$ cat src/rtl/pow_nonce_gen.sv
// pow_nonce_gen
//   Packs NONCE_TRITS random trits into a nonce for the Curl hashing core.
//   The 54-bit (27-trit) LFSR word is captured once every STRIDE cycles.
//   After WORDS = NONCE_TRITS/27 captures, the nonce is offered with a
//   valid/ready handshake. A running count of handshakes is kept.
//
// Ports
//   i_clk        clock, rising edge
//   i_rst        synchronous active-high reset
//   i_rnd_trits  54-bit random word; trit k is bits [2k+1:2k]; 2'b10 is illegal
//   i_req        request a new nonce (sampled in IDLE and on the handshake edge)
//   i_ready      consumer ready
//   o_valid      nonce valid
//   o_nonce      packed nonce; word j is bits [54j+53:54j]
//   o_busy       high while filling
//   o_nonce_cnt  completed handshakes, wraps mod 2^32
//   o_err        sticky illegal-trit flag
//
// Build option
//   POW_NONCE_CHK_EN : when defined, each captured word is scanned for code
//                      2'b10 and o_err is set sticky. When undefined, no
//                      checking logic is built and o_err is tied low.

module pow_nonce_gen #(
    parameter int NONCE_TRITS = 81,
    parameter int STRIDE      = 1
) (
    input  logic                     i_clk,
    input  logic                     i_rst,
    input  logic [53:0]              i_rnd_trits,
    input  logic                     i_req,
    input  logic                     i_ready,
    output logic                     o_valid,
    output logic [2*NONCE_TRITS-1:0] o_nonce,
    output logic                     o_busy,
    output logic [31:0]              o_nonce_cnt,
    output logic                     o_err
);

    localparam int WORDS = NONCE_TRITS / 27;
    localparam int WCW   = (WORDS  > 1) ? $clog2(WORDS)  : 1;
    localparam int SCW   = (STRIDE > 1) ? $clog2(STRIDE) : 1;

    typedef enum logic [1:0] {IDLE, FILL, VALID} state_t;

    state_t         state_q, state_d;
    logic [WCW-1:0] wcnt_q, wcnt_d;
    logic [SCW-1:0] scnt_q, scnt_d;
    logic           cap;
    logic           last_cap;

    // A capture happens on the last cycle of each stride window.
    assign cap      = (state_q == FILL) && (scnt_q == SCW'(STRIDE - 1));
    assign last_cap = cap && (wcnt_q == WCW'(WORDS - 1));

    always_comb begin
        state_d = state_q;
        wcnt_d  = wcnt_q;
        scnt_d  = scnt_q;
        case (state_q)
            IDLE: begin
                if (i_req) begin
                    state_d = FILL;
                    wcnt_d  = '0;
                    scnt_d  = '0;
                end
            end
            FILL: begin
                if (cap) begin
                    scnt_d = '0;
                    wcnt_d = wcnt_q + 1'b1;
                    if (last_cap) state_d = VALID;
                end else begin
                    scnt_d = scnt_q + 1'b1;
                end
            end
            VALID: begin
                // i_req on the handshake edge chains straight into the next fill.
                if (i_ready) begin
                    if (i_req) begin
                        state_d = FILL;
                        wcnt_d  = '0;
                        scnt_d  = '0;
                    end else begin
                        state_d = IDLE;
                    end
                end
            end
            default: state_d = IDLE;
        endcase
    end

    always_ff @(posedge i_clk) begin
        if (i_rst) begin
            state_q     <= IDLE;
            wcnt_q      <= '0;
            scnt_q      <= '0;
            o_valid     <= 1'b0;
            o_busy      <= 1'b0;
            o_nonce     <= '0;
            o_nonce_cnt <= '0;
        end else begin
            state_q <= state_d;
            wcnt_q  <= wcnt_d;
            scnt_q  <= scnt_d;
            o_valid <= (state_d == VALID);
            o_busy  <= (state_d == FILL);
            // o_valid is high exactly when state_q is VALID.
            if (o_valid && i_ready) o_nonce_cnt <= o_nonce_cnt + 32'd1;
            // Words not written in this fill keep their previous contents.
            for (int j = 0; j < WORDS; j++) begin
                if (cap && (wcnt_q == WCW'(j))) o_nonce[54*j +: 54] <= i_rnd_trits;
            end
        end
    end

`ifdef POW_NONCE_CHK_EN
    logic bad_code;

    always_comb begin
        bad_code = 1'b0;
        for (int k = 0; k < 27; k++) begin
            if (i_rnd_trits[2*k +: 2] == 2'b10) bad_code = 1'b1;
        end
    end

    always_ff @(posedge i_clk) begin
        if (i_rst)                o_err <= 1'b0;
        else if (cap && bad_code) o_err <= 1'b1;
    end
`else
    assign o_err = 1'b0;
`endif

endmodule

$ cat config.mk
export PLATFORM = sky130hd
export DESIGN_NAME = pow_nonce_gen
export DESIGN_NICKNAME = d
export VERILOG_FILES = /design/src/rtl/pow_nonce_gen.sv
export SDC_FILE = /design/constraint.sdc
export NUM_CORES = 1
export LEC_CHECK = 0
export BUFFER_PORTS_ARGS = -buffer_cell sky130_fd_sc_hd__buf_2
export CORE_MARGIN = 2
export CORE_UTILIZATION = 45
export DETAILED_ROUTE_END_ITERATION = 6
export GPL_TIMING_DRIVEN = 0
export HOLD_SLACK_MARGIN = 0.05
export PLACE_DENSITY_LB_ADDON = 0.12
export SLEW_MARGIN = 20
export SYNTH_ARGS = -nofsm -noshare
export SYNTH_HDL_FRONTEND = slang
export SYNTH_SLANG_ARGS = --single-unit
$ cat constraint.sdc
create_clock -name i_clk -period 2.01 [get_ports i_clk]
set_clock_uncertainty 0.2 [all_clocks]
set_input_delay 0 -clock i_clk [delete_from_list [all_inputs] [get_ports i_clk]]
set_output_delay 0 -clock i_clk [all_outputs]
set_load 0.01 [all_outputs]
==> impl_results.html <==
<table>
<tr><th>Metric</th><th>Value</th></tr>
<tr><th colspan="2">Outcome</th></tr>
<tr><td>Result of the run</td><td>finished, violations left</td></tr>
<tr><td>Violated checks</td><td>negative setup slack</td></tr>
<tr><th colspan="2">Synth</th></tr>
<tr><td>Top area cells in the synthesized netlist</td><td>dfxtp_1 55%, nand2_1 17%, a21oi_1 13%</td></tr>
<tr><td>Synth top area share</td><td>between 50% and 60%</td></tr>
<tr><td>Total of warnings raised by yosys</td><td>0</td></tr>
<tr><td>Unique masters post-synth</td><td>32</td></tr>
<tr><td>Syn Area/Cell</td><td>approximately 8.0 um^2</td></tr>
<tr><td>Sequential element share of the synthesized area</td><td>between 50 and 60%</td></tr>
<tr><td>Number of flip-flops and latches in the synthesized netlist</td><td>~200</td></tr>
<tr><td>Synthesized Nets</td><td>980</td></tr>
<tr><td>Combined area of all synthesized cells</td><td>about 0.0073 mm^2</td></tr>
<tr><td>Dominant cell type by area after synthesis</td><td>dfxtp_1</td></tr>
<tr><td>Mapped Cells</td><td>approximately 920</td></tr>
<tr><th colspan="2">Floorplanning</th></tr>
<tr><td>Standard-cell row count</td><td>46</td></tr>
<tr><td>Die Wd</td><td>131.5 um</td></tr>
<tr><td>Effective utilization at floorplan</td><td>around 46%</td></tr>
<tr><td>Vertical extent of the die</td><td>131.5 um</td></tr>
<tr><td>Number of I/O pins</td><td>approximately 260</td></tr>
<tr><td>Floorplan core area</td><td>between 0.015 and 0.02 mm^2</td></tr>
<tr><td>Area enclosed by the die boundary</td><td>~0.017 mm^2</td></tr>
<tr><th colspan="2">CTS</th></tr>
<tr><td>Clock slew at reported path FFs</td><td>~0.060 ns</td></tr>
<tr><td>Root buffer selected by CTS</td><td>clkbuf_16</td></tr>
<tr><td>CTS tree</td><td>built</td></tr>
<tr><td>Clock Tree Buf Depth</td><td>3</td></tr>
<tr><td>Deepest level of the CTS H-tree</td><td>1</td></tr>
<tr><td>Clk_lat worst skew</td><td>about 0.5 ns</td></tr>
<tr><td>Total clock sinks</td><td>around 200</td></tr>
<tr><td>Number of clock buffers inserted by TritonCTS</td><td>22</td></tr>
<tr><th colspan="2">Worst hold path</th></tr>
<tr><td>Type of the most critical hold path</td><td>in2reg</td></tr>
<tr><td>Instance count along the most critical hold path</td><td>4</td></tr>
<tr><td>Hold Startpoint</td><td>i_rnd_trits[25]</td></tr>
<tr><td>Endpoint of the worst hold-timing path</td><td>o_nonce[25]</td></tr>
<tr><th colspan="2">Layout</th></tr>
<tr><td>Number of nets in the layout</td><td>1335</td></tr>
<tr><td>Post-Layout Inst Area</td><td>between 0.01 and 0.015 mm^2</td></tr>
<tr><td>Number of fill cells in the layout</td><td>around 1.4k</td></tr>
<tr><td>Commonest cells after routing, fill and taps aside</td><td>338 x nand2_1, 254 x buf_2, 185 x dfxtp_1</td></tr>
<tr><td>Non-filler cells, final</td><td>1505</td></tr>
<tr><td>Total inserted antenna cells</td><td>0</td></tr>
<tr><td>Area taken by multi-input logic gates</td><td>0.003167 mm^2</td></tr>
<tr><td>Ratio of cells with drive above 1 in the final layout</td><td>between 30% and 40%</td></tr>
<tr><td>Area used by sequential logic in the layout</td><td>between 0.004 and 0.005 mm^2</td></tr>
<tr><td>Most common cell after layout, fill and taps aside</td><td>nand2_1</td></tr>
<tr><td>Area Growth Syn to Fin</td><td>44.90%</td></tr>
<tr><th colspan="2">Setup path</th></tr>
<tr><td>Most used cell along the critical path</td><td>or4_4</td></tr>
<tr><td>Worst R2R End</td><td>o_nonce_cnt[29]</td></tr>
<tr><td>Number of cells on the worst reg-to-reg path</td><td>5</td></tr>
<tr><td>Critical path data arrival time</td><td>~2.4 ns</td></tr>
<tr><td>Sequence of cells on the critical path</td><td>nand4_1 &gt; or4_4 &gt; buf_6 &gt; or4_4 &gt; a21oi_2</td></tr>
<tr><td>Register-to-Register Setup Slack</td><td>-0.13 ns</td></tr>
<tr><td>Largest stage delay on the critical path</td><td>~0.56 ns</td></tr>
<tr><td>Critical-path cell with the highest stage delay</td><td>or4_4</td></tr>
<tr><td>Launch instance of the worst register-to-register path</td><td>o_nonce_cnt[16]</td></tr>
<tr><td>Critical Path End Type</td><td>register</td></tr>
<tr><td>CP delay by family, top</td><td>simple AND/OR/NAND/NOR gates</td></tr>
<tr><td>Crit Path Max Fanout</td><td>7</td></tr>
<tr><td>Category of the worst setup path launch point</td><td>register</td></tr>
<tr><td>Buffer and inverter count on the worst path</td><td>1</td></tr>
<tr><td>Endpoint required time on the critical path</td><td>~2.2 ns</td></tr>
<tr><td>Critical path type</td><td>reg2reg</td></tr>
<tr><th colspan="2">STA</th></tr>
<tr><td>Final max-slew violation count</td><td>0</td></tr>
<tr><td>PnR worst setup slack</td><td>-0.1281 ns</td></tr>
<tr><td>Worst rel slew slack</td><td>a little under three fifths</td></tr>
<tr><td>Total of endpoints with negative setup slack in the final report</td><td>13</td></tr>
<tr><td>Maximum clock frequency</td><td>between 400 and 500 MHz</td></tr>
<tr><td>Min Tclk post-route</td><td>roughly 2.1 ns</td></tr>
<tr><td>RSZ-0062 raised after global routing</td><td>yes</td></tr>
<tr><td>Final Hold Vio Count</td><td>0</td></tr>
<tr><td>Post-route clock period utilization</td><td>106.4%</td></tr>
<tr><td>Least-Margin Pin Slew</td><td>roughly 0.67 ns</td></tr>
<tr><th colspan="2">Placed design</th></tr>
<tr><td>Cell count after placement</td><td>1386</td></tr>
<tr><td>Final HPWL from detailed placement</td><td>15400 um</td></tr>
<tr><td>Count of buffers inserted at the top-level ports</td><td>252</td></tr>
<tr><td>Cell Area, Placed</td><td>just under 0.009 mm^2</td></tr>
<tr><td>Placer Congestion</td><td>between 0.7 and 0.8</td></tr>
<tr><th colspan="2">Global route</th></tr>
<tr><td>GRT Util Overall</td><td>roughly 25%</td></tr>
<tr><td>Number of antenna violations at the first check in global routing</td><td>0</td></tr>
<tr><td>First-pass GRT wire length</td><td>36090 um</td></tr>
<tr><td>Via count of the first global-routing pass</td><td>~7.0k</td></tr>
<tr><td>GR Overflow Total</td><td>0</td></tr>
<tr><td>Largest net degree at the start of global routing</td><td>14</td></tr>
<tr><th colspan="2">Detailed routing</th></tr>
<tr><td>Final Routed Wirelength</td><td>between 20000 and 25000 um</td></tr>
<tr><td>Number of antenna-violating nets in the routed design</td><td>0</td></tr>
<tr><td>Iteration count of the initial detailed-routing pass</td><td>5</td></tr>
<tr><td>Via total after detailed routing</td><td>7583</td></tr>
<tr><td>Wire per inst</td><td>15.44 um</td></tr>
<tr><td>Post-route DRC violation count</td><td>0</td></tr>
<tr><td>Number of design-rule violations left by the first detailed-router iteration</td><td>~340</td></tr>
<tr><td>Routed vias/inst</td><td>around 5</td></tr>
<tr><th colspan="2">Power</th></tr>
<tr><td>Total Power</td><td>between 8 and 9 mW</td></tr>
<tr><td>Peak supply drop</td><td>between 800 and 900 uV</td></tr>
<tr><td>P per Cell Area</td><td>a little over 800 mW/mm^2</td></tr>
<tr><td>Leakage power summed over all cells</td><td>4.523 nW</td></tr>
<tr><th colspan="2">Job</th></tr>
<tr><td>Number of maximum-capacitance violations</td><td>0</td></tr>
</table>
## tightest hold or removal path, cell delays in order
cell	delay [ns]
dlygate4sd3_1	0.52
buf_2	0.13
nand2_1	0.05
a21oi_1	0.05
## per-layer routing
layer | part of all wire [%] | track usage (%) | vias up
met1 | 42 | 31.69 | 3528
met4 | 3.1 | 8.333 | 0
met2 | 47 | 41.71 | 253
li1 | - | - | 3754
met3 | 7.9 | 6.906 | 48
met5 | 0 | 0 | -
## repair_timing
item | 4_1_cts | 5_1_grt
setup buffers | 17 | 6
resized for setup | 43 | 78
hold buffers | 58 | 0
cloned | 2 | 0
pin swaps | 20 | 16
endpoints found under the hold margin | 178 | 0
setup endpoints to repair | 174 | 119
## where the power goes
part	total (mW)	leakage, nW	switching [mW]	internal [mW]
logic	0.742	2.54	0.443	0.299
registers	4.14	1.64	0.0525	4.09
clock network	3.91	0.348	1.64	2.27
total	8.79	4.52	2.13	6.66
## kinds of logic (layout without fill, tap and decap cells)
group                      after synthesis  after routing  synth area share [%]
buffers and inverters                   76            447                 4.054
and+or+nand+nor                        413            413                 23.69
xor gates and xnor gates                10             10                 1.197
other                                    1              1               0.05127
adders and majority gates                4              4                0.6843
AOI/OAI and AO/OA                      212            212                 15.17
DFF                                    201            201                 55.01
muxes                                    1              1                0.1369
## synth_stat cells
| cell | n |
|---|---|
| o2111a_1 | 1 |
| a21oi_1 | 188 |
| nand2_1 | 340 |
| a31o_2 | 1 |
| nand4_2 | 1 |
| nor3_1 | 1 |
| ha_1 | 4 |
| conb_1 | 1 |
| nor3b_2 | 1 |
| and2_1 | 6 |
| or3_1 | 6 |
| nand4_1 | 10 |
| and3_1 | 2 |
| buf_6 | 1 |
| a22oi_1 | 1 |
| o21ai_0 | 6 |
| buf_4 | 1 |
| or2_2 | 1 |
| clkbuf_1 | 64 |
| or4_4 | 1 |
| xor2_1 | 7 |
| o31ai_1 | 14 |
| dfxtp_1 | 201 |
| nand2b_1 | 1 |
| xnor2_1 | 3 |
| inv_1 | 10 |
| mux2i_1 | 1 |
| or4_1 | 14 |
| nand3_1 | 11 |
| nor2_1 | 13 |
| a31oi_1 | 1 |
| and4_1 | 5 |
## worst max path at each step
stage	cells after the start	startpoint	to	slack, ns
after floorplan	5	o_nonce_cnt[13]	o_nonce_cnt[27]	0.00005
after global placement	6	state_q[0]	o_nonce[63]	-0.40
after detailed placement	6	state_q[0]	o_nonce[104]	-0.46
after CTS	5	o_nonce_cnt[14]	o_nonce_cnt[30]	-0.08
after global routing	6	o_nonce_cnt[16]	o_nonce_cnt[24]	-0.19
final	5	o_nonce_cnt[16]	o_nonce_cnt[29]	-0.13
## per-stage QoR
| step | utilization, % | worst slack, ns | hold slack, ns | TNS (ns) |
|---|---|---|---|---|
| after floorplan | - | 0.00004963 | -0.06402 | 0 |
| after global placement | 55.77 | -0.4029 | 0.06570 | -54.79 |
| after detailed placement | 55.77 | -0.4588 | 0.06836 | -58.16 |
| after CTS | 65.32 | -0.07574 | 0.08176 | -0.2826 |
| after global routing | 66.72 | -0.1887 | 0.09963 | -2.292 |
| final | 66.72 | -0.1281 | 0.09898 | -0.8517 |
## cell type report
cell class / instances / area share [%]
Buffer: 62 / 3.093
Clock inverter: 10 / 0.8736
Inverter: 10 / 0.3541
Sequential cell: 201 / 38.27
Tap cell: 216 / 2.550
Clock buffer: 30 / 5.761
Multi-Input combinational cell: 641 / 29.88
Timing Repair Buffer: 335 / 19.22
## flip-flops by register name (all words and copies together) (netlist names)
register and cells:
wcnt_q 2, state_q 2, o_nonce_cnt 32, o_valid 1, o_busy 1, o_nonce 162, scnt_q 1
(Power assumes the default switching activity.)
